**config.mk**
```make
export PLATFORM = sky130hd
export DESIGN_NAME = qmem_master_arbiter
export DESIGN_NICKNAME = d
export VERILOG_FILES = /design/src/rtl/qmem_pkg.sv /design/src/rtl/qmem_arb_sel.sv /design/src/rtl/qmem_master_arbiter.sv
export SDC_FILE = /design/constraint.sdc
export NUM_CORES = 1
export LEC_CHECK = 0
export ABC_AREA = 0
export BUFFER_PORTS_ARGS = -buffer_cell sky130_fd_sc_hd__buf_4
export CAP_MARGIN = 25
export CORE_AREA = 2 2 124 126
export CTS_BUF_LIST = sky130_fd_sc_hd__clkbuf_8 sky130_fd_sc_hd__clkbuf_16
export DETAILED_ROUTE_END_ITERATION = 8
export DIE_AREA = 0 0 126 128
export PLACE_DENSITY_LB_ADDON = 0.12
export SYNTH_ARGS = -nofsm -noshare
export SYNTH_HDL_FRONTEND = slang
export SYNTH_HIERARCHICAL = 1
export SYNTH_SLANG_ARGS = --single-unit
```
**constraint.sdc**
```tcl
create_clock -name clk -period 3 [get_ports clk]
set_input_delay 0.3 -clock clk [delete_from_list [all_inputs] [get_ports clk]]
set_output_delay 0.3 -clock clk [all_outputs]
set_load 0.05 [all_outputs]
```
**src/rtl/qmem_pkg.sv**
```systemverilog
// qmem_pkg: shared QMEM bus widths, arbiter state type and a fixed-priority one-hot helper
package qmem_pkg;
    localparam int QAW = 32;
    localparam int QDW = 32;
    localparam int QSW = QDW / 8;
    typedef enum logic {ARB_IDLE, ARB_BUSY} arb_state_e;
    function automatic logic [31:0] onehot_prio(input logic [31:0] vec);
        return vec & (~vec + 32'd1);
    endfunction
endpackage

```
**src/rtl/qmem_arb_sel.sv**
```systemverilog
// qmem_arb_sel: grant selection and transfer lock; QMEM_ARB_RR_EN selects round-robin priority
module qmem_arb_sel
    import qmem_pkg::*;
#(
    parameter int MN = 2
) (
    input  logic          clk,
    input  logic          rst,
    input  logic [MN-1:0] i_req,
    input  logic          i_cs,
    input  logic          i_term,
    output logic [MN-1:0] o_ms
);
    arb_state_e    r_state, w_state_nxt;
    logic [MN-1:0] r_ms_q, w_ms_q_nxt, w_pick;
`ifdef QMEM_ARB_RR_EN
    logic [MN-1:0] r_last, w_req_hi;
    // requests strictly above the last winner get first pick; MSB winner wraps to all
    always_comb begin
        w_req_hi = i_req & ~((r_last << 1) - MN'(1));
        w_pick   = |w_req_hi ? MN'(onehot_prio(32'(w_req_hi))) : MN'(onehot_prio(32'(i_req)));
    end
    always_ff @(posedge clk or negedge rst)
        if (!rst) r_last <= {1'b1, {(MN-1){1'b0}}};
        else if (i_term && |o_ms) r_last <= o_ms;
`else
    always_comb w_pick = MN'(onehot_prio(32'(i_req)));
`endif
    always_comb o_ms = !rst ? '0 : (r_state == ARB_BUSY ? r_ms_q : w_pick);
    always_comb begin
        w_state_nxt = r_state;
        w_ms_q_nxt  = r_ms_q;
        if (i_cs && !i_term) begin
            w_state_nxt = ARB_BUSY;
            w_ms_q_nxt  = o_ms;
        end else if (i_term) begin
            w_state_nxt = ARB_IDLE;
        end
    end
    always_ff @(posedge clk or negedge rst)
        if (!rst) begin
            r_state <= ARB_IDLE;
            r_ms_q  <= '0;
        end else begin
            r_state <= w_state_nxt;
            r_ms_q  <= w_ms_q_nxt;
        end
endmodule

```
**src/rtl/qmem_master_arbiter.sv**
```systemverilog
// qmem_master_arbiter: N-master to 1-slave QMEM arbiter (request mux, response routing); QMEM_ARB_RR_EN enables round-robin
module qmem_master_arbiter #(
    parameter int QAW = qmem_pkg::QAW,
    parameter int QDW = qmem_pkg::QDW,
    parameter int QSW = QDW / 8,
    parameter int MN  = 2
) (
    input  logic              clk,
    input  logic              rst,
    input  logic [MN-1:0]     qm_cs,
    input  logic [MN-1:0]     qm_we,
    input  logic [MN*QSW-1:0] qm_sel,
    input  logic [MN*QAW-1:0] qm_adr,
    input  logic [MN*QDW-1:0] qm_dat_w,
    output logic [MN*QDW-1:0] qm_dat_r,
    output logic [MN-1:0]     qm_ack,
    output logic [MN-1:0]     qm_err,
    output logic              qs_cs,
    output logic              qs_we,
    output logic [QSW-1:0]    qs_sel,
    output logic [QAW-1:0]    qs_adr,
    output logic [QDW-1:0]    qs_dat_w,
    input  logic [QDW-1:0]    qs_dat_r,
    input  logic              qs_ack,
    input  logic              qs_err,
    output logic [MN-1:0]     ms
);
    logic [MN-1:0] w_ms;
    qmem_arb_sel #(.MN(MN)) u_sel (
        .clk    (clk),
        .rst    (rst),
        .i_req  (qm_cs),
        .i_cs   (qs_cs),
        .i_term (qs_ack | qs_err),
        .o_ms   (w_ms)
    );
    // one-hot grant lets an AND-OR mux stand in for an indexed select
    always_comb begin
        qs_cs    = |(qm_cs & w_ms);
        qs_we    = |(qm_we & w_ms);
        qs_sel   = '0;
        qs_adr   = '0;
        qs_dat_w = '0;
        for (int i = 0; i < MN; i++) begin
            qs_sel   = qs_sel   | (qm_sel[i*QSW +: QSW]   & {QSW{w_ms[i]}});
            qs_adr   = qs_adr   | (qm_adr[i*QAW +: QAW]   & {QAW{w_ms[i]}});
            qs_dat_w = qs_dat_w | (qm_dat_w[i*QDW +: QDW] & {QDW{w_ms[i]}});
        end
    end
    assign ms       = w_ms;
    assign qm_ack   = {MN{qs_ack}} & w_ms;
    assign qm_err   = {MN{qs_err}} & w_ms;
    assign qm_dat_r = {MN{qs_dat_r}};
endmodule

```
== After elaboration in Yosys (flattened, before gate mapping) ==
Cells that the tools add are included.
Word-level totals
  flip-flop bits (word level): 3
  bits in latches: 0
  bits in writable memories: 0
  bits in read-only memories: 0
  input port bits: 176
  output and inout bits: 140
  logic and storage cells: 28
  memories kept: 0
Operators by class
  add/subtract/negate cells: 1
  multipliers: 0
  divide/modulo/power cells: 0
  order comparisons: 0
  equal/unequal tests: 0
  shifts and indexed selects: 0
  multiplexer cells: 4
  bitwise logic cells: 16
  reduce and logical (&&, ||, !) cells: 5
Operators with widths (count)
  $and A32 B32 Y32: 4
  $or A32 B32 Y32: 2
  $and A2 B2 Y2: 5
  $and A4 B4 Y4: 2
  $mux W2: 2
  $or A4 B4 Y4: 1
  $reduce_or A2 Y1: 2
  $add A2 B1 Y2 const B: 1
  $mux W1: 2
  $not A2 Y2: 1
  $reduce_bool A2 Y1: 1
  $logic_and A1 B1 Y1: 1
  $logic_not A1 Y1: 1
  $or A1 B1 Y1: 1

== Depth between registers and ports, before layout ==
  depth in word-level cells: 9
  depth in mapped cells: 8
  gate-level depth less buffers: 7

== Modules after synthesis ==
The synthesis kept the hierarchy.
By module, submodules not included
  qmem_master_arbiter: times used 1, cells each 155, area each 1305.0 um^2, seq. area each 0.0 um^2
  qmem_arb_sel: times used 1, cells each 18, area each 153.9 um^2, seq. area each 75.1 um^2

== Worst setup path after synthesis ==
OpenSTA, ideal clock, no wires.
  path type: flip-flop to flip-flop
  start: register u_sel.r_state
  end: register u_sel.r_ms_q[0]
  setup time: 0.121 ns
  arrival: 3.062 ns
  data required time: 2.879 ns
  setup slack: -0.184 ns
  stages on the path, launching flop included: 9
  clock period less this slack: 3.184 ns
  cells stage by stage: dfrtp_1 > nand2b_1 > a21boi_0 > buf_6 > buf_6 > a22o_1 > nor2b_1 > nand2_1 > o2bb2ai_1
Between the ends
  word-level cells in the longest chain between the ends: 5
Ends and longest elaborated chain
  from (decl): line qmem_arb_sel.sv:14  | arb_state_e r_state, w_state_nxt;
  from (signal assigned): line qmem_arb_sel.sv:45  | r_state <= w_state_nxt;
  $mux W2 (2 in series): line qmem_arb_sel.sv:29  | always_comb o_ms = !rst ? '0 : (r_state == ARB_BUSY ? r_ms_q : w_pick);
  named net ms[0]: line qmem_master_arbiter.sv:26  | output logic [MN-1:0] ms
  $and A2 B2 Y2: line qmem_master_arbiter.sv:39  | qs_cs = |(qm_cs & w_ms);
  $reduce_or A2 Y1: line qmem_master_arbiter.sv:39
  named net qs_cs: line qmem_master_arbiter.sv:18  | output logic qs_cs,
  $logic_and A1 B1 Y1: line qmem_arb_sel.sv:33  | if (i_cs && !i_term) begin
  to (signal assigned): line qmem_arb_sel.sv:46  | r_ms_q <= w_ms_q_nxt;
  to (decl): line qmem_arb_sel.sv:15  | logic [MN-1:0] r_ms_q, w_ms_q_nxt, w_pick;
The timed path passes the listed nets, and every way through them passes these cells.
A chain may end at the register's enable or synchronous reset.

== Worst setup path in the final report ==
  start: input port rst
  end: output port qs_cs
Between the ends
  word-level cells in the longest chain between the ends: 3
Ends and longest elaborated chain
  from (decl): line qmem_master_arbiter.sv:9  | input logic rst,
  $mux W2: line qmem_arb_sel.sv:29
  $and A2 B2 Y2: line qmem_master_arbiter.sv:39
  $reduce_or A2 Y1: line qmem_master_arbiter.sv:39
  to (decl): line qmem_master_arbiter.sv:18
No other way between the ends.

==> results.json <==
{
  "status": "completed",
  "cellPowerDensity_nw_per_um2": 296,
  "startpoint_type": "input pin",
  "setup-violations-final": 0,
  "fmax_mhz": 441,
  "max_cap_violations": 0,
  "post-place-ws_ps": 1090,
  "finalCritPeriodShare_pct": 75.7,
  "critPathSlowestCell": "sky130_fd_sc_hd__dlygate4sd3_1",
  "synth.net_count": 349,
  "report.final.hold_viol_count": 0,
  "syn_to_final_growth_pct": 93.2,
  "most_frequent_cell_on_critical_path": "sky130_fd_sc_hd__buf_4",
  "ctsLongestPathBuffers": 2,
  "grt_first_pass_wirelength_mm": 9.58,
  "synth_area_sq_um": 1460,
  "critPathCaptureType": "output port",
  "ctsRootBufferMaster": "sky130_fd_sc_hd__clkbuf_16",
  "placement_rows": 45,
  "fin_setup_tns_ps": 0,
  "antenna-diode-count": 0,
  "synth.ff_latch_count": 3,
  "critical-path-top-delay-family": "buffers and inverters",
  "drt_pass_1_iters": 4,
  "design.final.nets": 498,
  "yosys.cell_types.count": 12,
  "critical_path_class": "in2out",
  "fin_skew_ps": 0.251,
  "synthesis.area_per_instance_sq_um": 8.43,
  "fp.dieW_um": 126,
  "drc": 0,
  "floorplan.die_area_sq_um": 16100,
  "clk_pin_slew_ps": 30,
  "critical_path_required_ps": 2700,
  "design_power_total_mw": 0.834,
  "post_cts_resized": 0,
  "hold_path_class": "in2reg",
  "hpwl_mm": 5.44,
  "cts-htree-levels": 1,
  "first_global_vias": 1831,
  "finalMaxSlewViolations": 0,
  "clock-sinks": 3,
  "pin_count": 316,
  "setup_ws_ps": 730,
  "drive_above_1_share_pct": 71.3,
  "critical_path.cell_chain": "dlygate4sd3_1 > buf_4 > a21boi_4 > buf_4 > a22o_1 > buf_4",
  "finalWorstPathRequiredPeriod_ps": 2270,
  "antenna_violating_nets_post_route": 0,
  "die_height_um": 128,
  "clock_latency_ps": 220,
  "timing.critical_path.buf_inv": 4,
  "gp_congestion": 0.700,
  "worst-slew-pin-transition_ps": 410,
  "final_global_route_overflow_total": 0,
  "yosys_warnings": 6,
  "post-cts-setup-buffers": 0,
  "crit_path_max_incr_delay_ps": 530,
  "power.static_leakage_nw": 1.48,
  "synth-seq-area-share_pct": 5.15,
  "initial_utilization_pct": 9.81,
  "worst-path-max-fanout": 36,
  "timing.max_slew.rel_slack_pct": 72.6,
  "routed_wl_mm": 6.61,
  "grt_setup_unrepaired": "false",
  "buffers_on_ports": 219,
  "grt_max_degree": 38,
  "post_drt_wl_per_cell_um": 13.0,
  "netlist_instances": 173,
  "first_iter_violations": 31,
  "antenna_found_initial": 0,
  "routed_via_density": 3.60,
  "arrival_ps": 1970,
  "core_area_sq_um": 14900,
  "grt_use_total_pct": 7.18,
  "routed-via-count": 1833,
  "tritoncts.num_buffers": 3,
  "vdd.ir_drop.worst_v": 0.000335,
  "tritoncts": "yes"
}
-- sequential cells by signal, summed over array words and instances (netlist names) --
name	count
u_sel/r_ms_q	2
u_sel/r_state	1
-- where the power goes --
group	leakage [nW]	switching, mW	internal, mW	total (mW)
Sequential	0.0406	0.00312	0.0452	0.0483
Combinational	1.40	0.329	0.249	0.578
Clock	0.0423	0.0357	0.172	0.207
-- worst register-to-register path, stage by stage, from the launching register on --
cell and delay, ps:
sky130_fd_sc_hd__dfrtp_1 420, sky130_fd_sc_hd__nand2b_1 220, sky130_fd_sc_hd__a21boi_4 150, sky130_fd_sc_hd__buf_4 360
sky130_fd_sc_hd__a22o_1 250, sky130_fd_sc_hd__nor2b_1 170, sky130_fd_sc_hd__nand2_1 90, sky130_fd_sc_hd__o2bb2ai_1 120
-- kinds of logic after synthesis --
group / synth area share [%]
buffers and inverters: 45.3
AOI/OAI and AO/OA: 44.3
DFF: 5.15
and+or+nand+nor: 5.32
-- placed cells by master, fill, tap and decap left out, drive strengths merged --
cell         netlist  final
o2bb2ai            2      2
nor2               3      3
or2                1      1
nand2b             1      1
and2               4      4
dlygate4sd3        0      1
dfrtp              3      3
inv                0      1
a22o              70     70
a21boi             2      2
buf               80    223
nand2              6      6
nor2b              1      1
clkbuf             0      3
-- Yosys cell counts --
cell                        instances  share of area, %
sky130_fd_sc_hd__a21boi_0           2               1.0
sky130_fd_sc_hd__nor2b_1            1              0.43
sky130_fd_sc_hd__a22o_1            70                42
sky130_fd_sc_hd__buf_6             16                12
sky130_fd_sc_hd__nand2b_1           1              0.43
sky130_fd_sc_hd__nor2_1             3              0.77
sky130_fd_sc_hd__or2_2              1              0.43
sky130_fd_sc_hd__and2_1             4               1.7
sky130_fd_sc_hd__dfrtp_1            3               5.1
sky130_fd_sc_hd__o2bb2ai_1          2               1.2
sky130_fd_sc_hd__buf_4             64                33
sky130_fd_sc_hd__nand2_1            6               1.5
-- through the flow --
step | instance area, sq um | hold WS, ps | util (%) | cells
2_1_floorplan | 1460 | 4.41 | - | 173
3_3_place_gp | 2730 | 110 | 18.4 | 504
3_5_place_dp | 2730 | 109 | 18.4 | 504
4_1_cts | 2820 | 360 | 19.0 | 509
5_1_grt | 2820 | 378 | 19.0 | 509
6_report | 2820 | 358 | 19.0 | 509
-- per-layer routing --
layer	vias to the layer above	global-route usage (%)	part of all wire, %
met5	-	0	0
met4	0	1.94	2.3
met3	19	2.71	10
met2	110	14.2	56
met1	823	6.95	31
li1	881	-	-
-- area by class of cell --
| cell class | count | area, sq um |
|---|---|---|
| timing repair buffer | 224 | 1680 |
| clock buffer | 3 | 75.1 |
| sequential | 3 | 75.1 |
| fill | 1713 | 12000 |
| clock inverter | 1 | 3.75 |
| multi-input combinational | 90 | 746 |
| tap | 188 | 235 |
-- final timing paths --
kind                                                  start                          end  slack (ps)  cells after the start
min in group asynchronous                               rst    u_sel/r_state$_DFFE_PN0P_         430                      2
worst min-delay path                                 qs_err    u_sel/r_state$_DFFE_PN0P_         360                      3
worst min register to register  u_sel/r_ms_q[1]$_DFFE_PN0P_  u_sel/r_ms_q[1]$_DFFE_PN0P_         490                      1
worst max register to register    u_sel/r_state$_DFFE_PN0P_  u_sel/r_ms_q[0]$_DFFE_PN0P_        1100                      7
worst max-delay path                                    rst                        qs_cs         730                      6
max in group asynchronous                               rst  u_sel/r_ms_q[0]$_DFFE_PN0P_        2460                      2
-- timing repair --
item                                    4_1_cts  5_1_grt
endpoints found under the setup margin        0        0
endpoints found under the hold margin         3        0
hold buffers                                  1        0
Power figures use the tool's default switching activity.
